File: config.mk
export PLATFORM = sky130hd
export DESIGN_NAME = pc_unit
export DESIGN_NICKNAME = d
export VERILOG_FILES = /design/src/rtl/rv_pkg.sv /design/src/rtl/pc_unit_redirect_arb.sv /design/src/rtl/pc_unit.sv
export SDC_FILE = /design/constraint.sdc
export NUM_CORES = 1
export LEC_CHECK = 0
export CORE_ASPECT_RATIO = 0.9
export CORE_MARGIN = 2
export CORE_UTILIZATION = 48
export DETAILED_ROUTE_END_ITERATION = 6
export HOLD_SLACK_MARGIN = 0.12
export PLACE_DENSITY_LB_ADDON = 0.1
export RECOVER_POWER = 25
export SETUP_SLACK_MARGIN = 0.02
export SLEW_MARGIN = 10
export SYNTH_ARGS = -nofsm -noshare
export SYNTH_HDL_FRONTEND = slang
export SYNTH_SLANG_ARGS = --single-unit
File: constraint.sdc
create_clock -name CLOCK -period 4.3 [get_ports CLOCK]
set_input_delay 0.86 -clock CLOCK [delete_from_list [all_inputs] [get_ports CLOCK]]
set_output_delay 0.86 -clock CLOCK [all_outputs]
set_load 0.01 [all_outputs]
File: src/rtl/rv_pkg.sv
// rtl/rv_pkg.sv - shared types and defaults for the RV32IM fetch PC unit
package rv_pkg;

    localparam int XLEN = 32;
    localparam logic [31:0] DEF_RESET_VECTOR = 32'h0000_0000;
    localparam logic [31:0] DEF_TRAP_VECTOR  = 32'h0000_0100;

    typedef enum logic [2:0] {
        SEL_SEQ,
        SEL_HOLD,
        SEL_BRANCH,
        SEL_TRAP,
        SEL_MRET,
        SEL_PEND
    } pc_sel_e;

    typedef enum logic [1:0] {
        ST_BOOT,
        ST_RUN,
        ST_PEND
    } pc_state_e;

    // Higher rank wins; non-redirect selections rank zero.
    function automatic logic [1:0] sel_rank(input pc_sel_e sel);
        case (sel)
            SEL_TRAP:   sel_rank = 2'd3;
            SEL_MRET:   sel_rank = 2'd2;
            SEL_BRANCH: sel_rank = 2'd1;
            default:    sel_rank = 2'd0;
        endcase
    endfunction

endpackage

File: src/rtl/pc_unit_redirect_arb.sv
// rtl/pc_unit_redirect_arb.sv - redirect priority select and target alignment check
module pc_redirect_arb #(
    parameter int                XLEN        = rv_pkg::XLEN,
    parameter logic [XLEN-1:0]   TRAP_VECTOR = rv_pkg::DEF_TRAP_VECTOR,
    parameter int                ALIGN_CHECK = 1
) (
    input  logic                 i_trap,
    input  logic                 i_mret,
    input  logic                 i_branch,
    input  logic [XLEN-1:0]      i_branch_target,
    input  logic [XLEN-1:0]      i_epc,
    input  logic                 i_pend_valid,
    input  rv_pkg::pc_sel_e      i_pend_sel,
    input  logic [XLEN-1:0]      i_pend_target,
    output rv_pkg::pc_sel_e      o_live_sel,
    output logic [XLEN-1:0]      o_live_target,
    output rv_pkg::pc_sel_e      o_sel,
    output logic [XLEN-1:0]      o_target,
    output logic                 o_misaligned
);
    import rv_pkg::*;

    always_comb begin
        o_live_sel    = SEL_SEQ;
        o_live_target = '0;
        if (i_trap) begin
            o_live_sel    = SEL_TRAP;
            o_live_target = TRAP_VECTOR;
        end else if (i_mret) begin
            o_live_sel    = SEL_MRET;
            o_live_target = i_epc;
        end else if (i_branch) begin
            o_live_sel    = SEL_BRANCH;
            o_live_target = i_branch_target;
        end

        // A latched redirect survives unless a strictly higher live request arrives.
        o_sel    = o_live_sel;
        o_target = o_live_target;
        if (i_pend_valid && (sel_rank(i_pend_sel) >= sel_rank(o_live_sel))) begin
            o_sel    = i_pend_sel;
            o_target = i_pend_target;
        end

        o_misaligned = (ALIGN_CHECK != 0)
                     && ((o_sel == SEL_MRET) || (o_sel == SEL_BRANCH))
                     && (o_target[1:0] != 2'b00);
    end

endmodule

File: src/rtl/pc_unit.sv
// rtl/pc_unit.sv - IF-stage fetch program counter with busy-wait redirect latching
module pc_unit #(
    parameter int                XLEN         = rv_pkg::XLEN,
    parameter logic [XLEN-1:0]   RESET_VECTOR = rv_pkg::DEF_RESET_VECTOR,
    parameter logic [XLEN-1:0]   TRAP_VECTOR  = rv_pkg::DEF_TRAP_VECTOR,
    parameter int                INST_BYTES   = 4,
    parameter int                ALIGN_CHECK  = 1
) (
    input  logic                 CLOCK,
    input  logic                 RESET,
    input  logic                 BUSYWAIT,
    input  logic                 STALL,
    input  logic                 BRANCH_TAKEN,
    input  logic [XLEN-1:0]      BRANCH_TARGET,
    input  logic                 TRAP,
    input  logic                 MRET,
    input  logic [XLEN-1:0]      EPC,
    output logic [XLEN-1:0]      PC,
    output logic [XLEN-1:0]      PC_PLUS4,
    output logic                 FETCH_VALID,
    output logic                 REDIRECT_PENDING,
    output logic                 MISALIGNED,
    output logic [XLEN-1:0]      BAD_ADDR
);
    import rv_pkg::*;

    pc_state_e          r_state;
    logic [XLEN-1:0]    r_pc;
    pc_sel_e            r_pend_sel;
    logic [XLEN-1:0]    r_pend_target;
    logic               r_misaligned;
    logic [XLEN-1:0]    r_bad_addr;

    pc_sel_e            w_live_sel;
    logic [XLEN-1:0]    w_live_target;
    pc_sel_e            w_sel;
    logic [XLEN-1:0]    w_target;
    logic               w_misaligned;
    logic [XLEN-1:0]    w_redirect_pc;
    logic               w_pend_valid;

    assign w_pend_valid  = (r_state == ST_PEND);
    assign w_redirect_pc = w_misaligned ? TRAP_VECTOR : w_target;

    pc_redirect_arb #(
        .XLEN        (XLEN),
        .TRAP_VECTOR (TRAP_VECTOR),
        .ALIGN_CHECK (ALIGN_CHECK)
    ) u_arb (
        .i_trap          (TRAP),
        .i_mret          (MRET),
        .i_branch        (BRANCH_TAKEN),
        .i_branch_target (BRANCH_TARGET),
        .i_epc           (EPC),
        .i_pend_valid    (w_pend_valid),
        .i_pend_sel      (r_pend_sel),
        .i_pend_target   (r_pend_target),
        .o_live_sel      (w_live_sel),
        .o_live_target   (w_live_target),
        .o_sel           (w_sel),
        .o_target        (w_target),
        .o_misaligned    (w_misaligned)
    );

    always_ff @(posedge CLOCK or posedge RESET) begin
        if (RESET) begin
            r_state       <= ST_BOOT;
            r_pc          <= RESET_VECTOR;
            r_pend_sel    <= SEL_SEQ;
            r_pend_target <= '0;
            r_misaligned  <= 1'b0;
            r_bad_addr    <= '0;
        end else begin
            r_misaligned <= 1'b0;
            case (r_state)
                ST_BOOT: begin
                    if (!BUSYWAIT && !STALL) begin
                        r_state <= ST_RUN;
                    end
                end
                ST_RUN: begin
                    if (!BUSYWAIT) begin
                        if (w_sel != SEL_SEQ) begin
                            r_pc <= w_redirect_pc;
                            if (w_misaligned) begin
                                r_misaligned <= 1'b1;
                                r_bad_addr   <= w_target;
                            end
                        end else if (!STALL) begin
                            r_pc <= PC_PLUS4;
                        end
                    end else if (w_live_sel != SEL_SEQ) begin
                        r_pend_sel    <= w_live_sel;
                        r_pend_target <= w_live_target;
                        r_state       <= ST_PEND;
                    end
                end
                ST_PEND: begin
                    if (BUSYWAIT) begin
                        if (sel_rank(w_live_sel) > sel_rank(r_pend_sel)) begin
                            r_pend_sel    <= w_live_sel;
                            r_pend_target <= w_live_target;
                        end
                    end else begin
                        r_pc <= w_redirect_pc;
                        if (w_misaligned) begin
                            r_misaligned <= 1'b1;
                            r_bad_addr   <= w_target;
                        end
                        r_pend_sel    <= SEL_SEQ;
                        r_pend_target <= '0;
                        r_state       <= ST_RUN;
                    end
                end
                default: r_state <= ST_BOOT;
            endcase
        end
    end

    assign PC               = r_pc;
    assign PC_PLUS4         = r_pc + XLEN'(INST_BYTES);
    assign FETCH_VALID      = (r_state == ST_RUN);
    assign REDIRECT_PENDING = w_pend_valid;
    assign MISALIGNED       = r_misaligned;
    assign BAD_ADDR         = r_bad_addr;

endmodule

==> results list, run 1 <==
- Commonest cells after routing, fill and taps aside: sky130_fd_sc_hd__clkdlybuf4s50_1 (168), sky130_fd_sc_hd__nand2_1 (125), sky130_fd_sc_hd__dfrtp_1 (102)
* Number of I/O pins: between 150 and 200
- The count of nets left with antenna violations once routing finished came out at 0.
- Broken down by cell family, the worst path's largest delay share belongs to simple AND/OR/NAND/NOR gates.
* HP Start: r_pend_target[7]
* Detailed-route via count: 5614
- Cell-by-cell listing of the critical path: nand4_2, or4_1, nor4_1, xor2_1, clkdlybuf4s50_1
* Wire length reported by the detailed router: ~17000 um
* Total power density per cell area: ~730 mW/mm^2
- Syn_nets: ~750
- In this run the horizontal extent of the chip is ~120 um.
- Overall Global Routing Usage: 0.2721
- The tree is rooted in a sky130_fd_sc_hd__clkbuf_16.
- The final layout contains between 800 and 900 nets.
- After detailed routing, the number of vias per cell comes to a little under 6.
- Share of cells above drive strength 1: 0.05788
- Number of global-route vias before repair: 5232
- Once layout is done, the placed cells without fillers occupy 0.007896 mm^2.
- Combinational family with the most area after synthesis: compound AO/OA/AOI/OAI gates
- The final reports fail on capacitance limit, slew limit.
* Dpl hpwl: 12830 um
* Worst-Margin Slew: approximately 2500 ps
- Area growth from synthesis to layout: 37.79%
- Synthesis produced about 670 cells.
* CP required: roughly 3400 ps
- The min-delay analysis places its worst path in the category register to register.
* Worst R2R End: PC[21]
- The worst path in the final design needs a cycle of approximately 4100 ps, including I/O delays and setup.
- Number of hold violations in the final report: 0
- In the synthesized netlist the async set-or-reset flop fraction comes to 1.000.
* Number of standard-cell rows in the floorplan: 37
- Placer's final routability congestion estimate: a little over 0.9
* Bufs and invs on worst path: 1
- Final cell utilization of the core: 0.6850
* Dpl cell area: 0.007560 mm^2
- On the final layout, the worst hold slack is 472.4 ps.
* Critical path launch point type: register
- Summed over all layers, the global routing overflow is 0.
* Area share of and/or/nand/nor cells after synthesis: 0.1812
* Worst VDD drop: between 0.2 and 0.3 mV
- Once placement completed, the tool counted placed cells totaling about 950.
* CTS tree: yes
* Compound-cell area share of the yosys netlist: 0.2489
- For the worst-skew pair, the clock arrives at the later sink with an insertion delay of 340 ps.
- Final routed wire length divided by cell count: about 18 um
* Largest net degree at the start of global routing: 65
* Number of standard cells in the layout, taps in and fillers out: a little under 1000
- Post-synth design cell area: between 0.005 and 0.006 mm^2
* Antenna cell count: 0
* Hold bufs inserted after CTS: 0
* Post CTS Setup Buffer Count: 0
- Category of the most critical setup path: register to output port
- Timing would allow up to 246.8 MHz.
- The number of max-slew violations in the final report came to 64.
- In this run, synthesis inferred 0 flip-flops with an integrated enable.
* Type of element capturing the critical path: output port
- Worst-case headroom to the max-slew limit: -0.6416
- Count of clock tree sinks: between 100 and 150
* Number of setup violations in the final report: 0
- Across all register-to-register paths, the minimum setup slack is around 1100 ps.
* Resize count post-CTS: 0
- Synth Register Bits: a little over 100
* Detailed-route DRC error count: 0
* Post-synthesis adder-cell area fraction: 0.01747
* Top fanout value on the critical path: 8
* Final setup skew: 10.82 ps
- Result of the run: complete, but fails checks
* Initial antenna violation count: 0
- Count of buffers from port buffering: roughly 170
- For this run, the leading register cell type out of synthesis is sky130_fd_sc_hd__dfrtp_1.
* Iter 0 DRT Violations: between 500 and 600
- Die H: ~110 um
- For the worst setup path, the data arrival time is around 3200 ps.
- Global-route wire length before repair: between 20000 and 30000 um
- Cell variety after synth: 50
- Fraction of the yosys area taken by sequential cells: 0.4454
* Count of cells along the worst hold path: 2
- After routing, the total negative slack on setup checks comes to 0 ps.
- Die ar.: 0.01283 mm^2
- Number of buffers created by CTS: 9
- The Yosys step of the flow raised 0 warnings.
- Post-synthesis xor/xnor area fraction: 0.04432
- For this configuration, the core starts out at a cell density of 0.4971.
* Max incr delay on CP: 730 ps
- Destination of the worst hold path: r_pend_target[7]
- The portion of synthesized area spent on multiplexers is 0.009607.
* Cell type of the slowest stage on the worst timing path: sky130_fd_sc_hd__or4_1
- RSZ-0062 raised after global routing: no
- Pleak: about 0.0034 uW
* H-Tree Depth: 3
- The clock passes through at most 2 buffers.
* Clock edge transition at the registers on the reported setup and hold paths: about 70 ps
- Synthesized area divided by synthesized cell count: 8.579 um^2
- Most common cell after layout, fill and taps aside: sky130_fd_sc_hd__clkdlybuf4s50_1
- Area of the placeable core: 0.01153 mm^2
* Depth of the worst register-to-register path: 10
- Of the available clock period, the critical path in the final layout requires 0.9424.
* Launch point of the worst reg-to-reg path: r_pend_sel[2]
- Pre-Repair DR Iteration Count: 5
- Maximum Capacitance Violations: 1
-- layout make-up --
class | instances | area (um^2)
fillers | 871 | 3631
multi-input cells | 492 | 2893
flip-flops and latches | 102 | 2552
repair buffers | 186 | 1857
clock buffers | 11 | 232.7
well taps | 156 | 195.2
clock inverters | 5 | 106.4
inverters | 16 | 60.06
-- cells by family (layout without fill, tap and decap cells) --
kind of cell	Yosys count	in the layout
buffers and inverters	74	218
flip-flops	102	102
AO/OA/AOI/OAI	219	219
multiplexers	5	5
XOR/XNOR	29	29
AND/OR/NAND/NOR	231	231
adder cells (fa/ha/maj)	8	8
-- worst max-delay path by stage --
stage | startpoint | to | slack [ps] | depth (start not counted)
floorplan | RESET | BAD_ADDR[0] | 760 | 1
global placement | BRANCH_TAKEN | PC[21] | 230 | 12
detailed placement | BRANCH_TAKEN | PC[21] | -10 | 12
CTS | PC[7] | PC_PLUS4[28] | 270 | 5
global route | BRANCH_TAKEN | PC[21] | 50 | 12
finish | PC[7] | PC_PLUS4[28] | 250 | 5
-- synth_stat cells, types with 8 or more instances --
library cell	instances	area share
sky130_fd_sc_hd__o32a_1	10	0.017
sky130_fd_sc_hd__nand2_1	126	0.083
sky130_fd_sc_hd__ha_1	8	0.017
sky130_fd_sc_hd__nor3_1	8	0.0070
sky130_fd_sc_hd__a21oi_1	16	0.014
sky130_fd_sc_hd__a22oi_1	29	0.038
sky130_fd_sc_hd__a2bb2oi_1	11	0.017
sky130_fd_sc_hd__clkbuf_1	38	0.025
sky130_fd_sc_hd__buf_2	15	0.013
sky130_fd_sc_hd__dfrtp_1	102	0.45
sky130_fd_sc_hd__xnor2_1	15	0.023
sky130_fd_sc_hd__o21ai_0	88	0.077
sky130_fd_sc_hd__nor2_1	45	0.029
sky130_fd_sc_hd__xor2_1	14	0.021
sky130_fd_sc_hd__nand4_1	10	0.011
sky130_fd_sc_hd__inv_1	16	0.010
sky130_fd_sc_hd__nand3_1	12	0.010
sky130_fd_sc_hd__o31ai_1	33	0.043
-- worst min-delay path: cells and delay by family (launching register included) --
| kind | cells | cell delay (ps) |
|---|---|---|
| flip-flops | 1 | 340 |
| AND/OR/NAND/NOR | 1 | 50 |
| AO/OA/AOI/OAI | 1 | 50 |
-- sequential cells by signal, indices dropped and copies added, names as in the netlist --
signal         count
BAD_ADDR          32
r_pend_target     32
PC                32
r_pend_sel         3
MISALIGNED         1
r_state            2
-- routing by layer --
| layer | wire length, um | track usage | vias up |
|---|---|---|---|
| met5 | 0 | 0 | - |
| met4 | 337 | 0.08759 | 0 |
| met3 | 1593 | 0.04608 | 37 |
| met2 | 8143 | 0.4273 | 290 |
| met1 | 7317 | 0.3858 | 2629 |
| li1 | - | - | 2658 |
-- power by group --
group,switching [uW],internal [uW],total (uW)
logic,1510,1440,2950
registers,461,1390,1860
clock network,361,572,933
total,2330,3410,5730
-- per-stage QoR --
stage,power [uW],setup slack (ps)
5_1_grt,6101,49.05
6_report,5733,247.8
3_3_place_gp,4651,230.9
2_1_floorplan,3384,764.5
4_1_cts,5721,270.9
3_5_place_dp,4778,-11.48
Note: power is estimated with default switching activity, not from simulation.
==> run 2: changes to the inputs <==
- CORE_UTILIZATION: 48 -> 49
- CTS_BUF_LIST: not set -> sky130_fd_sc_hd__clkbuf_8
==> run 2 against run 1 <==
- the run ends with DRC, capacitance limit, slew limit left
- critical path depth is the same
- final cell count stayed put
- clock power down 36%
- critical endpoint unchanged
==> results list, run 2 (synthesis gave the netlist of run 1 again) <==
- Worst VDD drop: 0.3356 mV (+24%)
- Switching Fraction: 0.4230 (+0.01694)
* Number of setup violations in the final report: 0 (unchanged)
- Register share of total power: 0.343 (+0.019)
* Setup TNS: 0 ps (unchanged)
* Number of buffers created by CTS: 9 (unchanged)
- The total routed wirelength came to 16710 um (-3.9%).
- Failing checks: DRC, capacitance limit, slew limit
* Pleak: 0.003341 uW (-1.6%)
* Number of I/O pins: 170 (unchanged)
- Final setup skew: 20.12 ps (+9.304 ps)
* Detailed-route via count: 5574 (-0.71%)
- The fraction of power consumed by combinational cells was 0.546 (+0.032).
- The DRC violation count after routing was 29 (+29).
- The global router's overall resource usage is 0.2649 (-0.007230).
- The overall die height was 106.6 um (-0.98%).
* Antenna cell count: 0 (unchanged)
* Largest net degree at the start of global routing: 71 (+9.2%)
* Max Fclk: 244.9 MHz (-0.76%)
- STA classifies the critical path startpoint as a register.
- The via count of the first global-routing pass came to 4940 (-5.6%).
* Share of cells above drive strength 1: 0.06034 (+0.002463)
- Category of the most critical setup path: register to output port
- The number of sinks on the clock net was 102 (unchanged).
* Commonest cells after routing, fill and taps aside: sky130_fd_sc_hd__clkdlybuf4s50_1 (168), sky130_fd_sc_hd__nand2_1 (125), sky130_fd_sc_hd__dfrtp_1 (102)
* Pre-Repair DR Iteration Count: 7 (+2)
- Count of buffers from port buffering: 169 (unchanged)
- Horizontal extent of the die: 118.0 um (-0.99%)
- CTS tree: yes
* Resize count post-CTS: 0 (unchanged)
- Worst-Margin Slew: 2487 ps (+27.14 ps)
* Root Driver: sky130_fd_sc_hd__clkbuf_8
- The global-route wire length before repair was 26450 um (-4.2%).
- Worst-case headroom to the max-slew limit: -0.6670 (-0.02540)
- Clock Latency Late Sink: 380 ps (+40 ps)
- Area growth from synthesis to layout: 35.48%
- Critical path arrival: 3220 ps (+30 ps)
- Power Internal: 3105 uW (-8.8%)
* Total power draw: 5381 uW (-6.1%)
* DR vias/cell: 5.758 (-0.71%)
- The maximum number of buffers from clock root to sink came to 2 (unchanged).
* RSZ-0062 raised after global routing: no
- Among all stages on the critical path, the largest delay is contributed by sky130_fd_sc_hd__or4_1.
- Most common cell after layout, fill and taps aside: sky130_fd_sc_hd__clkdlybuf4s50_1
* Power share of the clock group: 0.111 (-0.052)
* Area of the placeable core: 0.01143 mm^2 (-0.80%)
* Die ar.: 0.01258 mm^2 (-2.0%)
- The placement row count came to 37 (unchanged).
* Path class of the lowest-slack min-delay path: register to register
- Final period demand of the worst path: 4083 ps (+30.96 ps)
* Type of element capturing the critical path: output port
- Post CTS Setup Buffer Count: 0 (unchanged)
* Net count reported at finish: 886 (unchanged)
* Starting density of the core: 0.5011 (+0.004025)
- The endpoint required time on the critical path is 3440 ps (about the same).
- The max capacitance violation total is 1 (unchanged).
- Overflow after GRT: 0 (unchanged)
- The number of antenna violations at the first check in global routing was 0 (unchanged).
* Max incr delay on CP: 710 ps (-20 ps)
- Total power density per cell area: 693.1 mW/mm^2 (-4.5%)
* Dpl hpwl: 12640 um (-1.5%)
- The final routed wire length divided by cell count came to 17.26 um (-3.9%).
- Top fanout value on the critical path: 8 (unchanged)
- Hold bufs inserted after CTS: 0 (unchanged)
- Result of the run: complete, but fails checks
- The signal on the critical path passes through nand4_2, or4_1, nor4_1, xor2_1, clkdlybuf4s50_1.
* Net switching power: 2276 uW (-2.2%)
- The number of max-slew violations in the final report is 56 (-13%).
- Residual antenna-violating net count after detailed routing: 0 (unchanged)
- Number of hold violations in the final report: 0 (unchanged)
- The maximum level of the CTS H-tree is 3 (unchanged).
* Clock edge transition at the registers on the reported setup and hold paths: 110 ps (+40 ps)
* Placer's final routability congestion estimate: 0.9478 (+2.2%)
- The iteration-0 DRC count of the detailed router came to 553 (-4.7%).
- The final cycle utilization of the critical path came to 0.9496 (+0.007200).
-- run 2: cell type report --
cell class	instances	area, um^2
clock inverters	4	30.03
well taps	156	195.2
fillers	943	3671
repair buffers	186	1867
inverters	16	61.31
flip-flops and latches	102	2552
clock buffers	12	165.2
multi-input cells	492	2893
-- run 2: path summary, 6_finish.rpt --
| check | from | endpoint | slack [ps] | cells past startpoint |
|---|---|---|---|---|
| max in group asynchronous | RESET | BAD_ADDR[7] | 1210 | 3 |
| min reg2reg | r_pend_target[21] | r_pend_target[21] | 480 | 2 |
| max | PC[7] | PC_PLUS4[28] | 220 | 5 |
| max reg2reg | r_pend_sel[1] | PC[25] | 1210 | 10 |
| min in group asynchronous | RESET | PC[1] | 1620 | 2 |
| min | r_pend_target[21] | r_pend_target[21] | 480 | 2 |
-- run 2: worst max-delay path, delay by kind of cell, from the launching register on --
kind | cells | cell delay, ps
buffers and inverters | 1 | 540
flip-flops | 1 | 530
AND/OR/NAND/NOR | 3 | 1580
XOR/XNOR | 1 | 180
-- run 2: routing by layer --
layer / routed length (um) / track usage
met1: 7632 / 0.3955
met2: 7442 / 0.3999
met3: 1353 / 0.04628
met4: 279 / 0.06971
met5: 0 / 0
-- run 2: power by group through the flow --
| stage | clock [uW] | sequential [uW] | combinational, uW |
|---|---|---|---|
| floorplan | 0 | 1810 | 1570 |
| global placement | 0 | 1830 | 2830 |
| detailed placement | 0 | 1860 | 2930 |
| CTS | 601 | 1840 | 2940 |
| global route | 641 | 1910 | 3190 |
| finish | 596 | 1850 | 2940 |
-- run 2: metrics by stage --
step           cells  instance area [um^2]  worst slack, ps  hold WS, ps  utilization
5_1_grt          968                  7764            95.86        501.5       0.6790
4_1_cts          968                  7767            213.4        481.6       0.6793
2_1_floorplan    668                  5731            764.5        443.2            -
3_3_place_gp     952                  7572            283.1        453.3       0.6622
3_5_place_dp     952                  7572            155.2        460.7       0.6622
6_report         968                  7764            216.8        478.4       0.6790
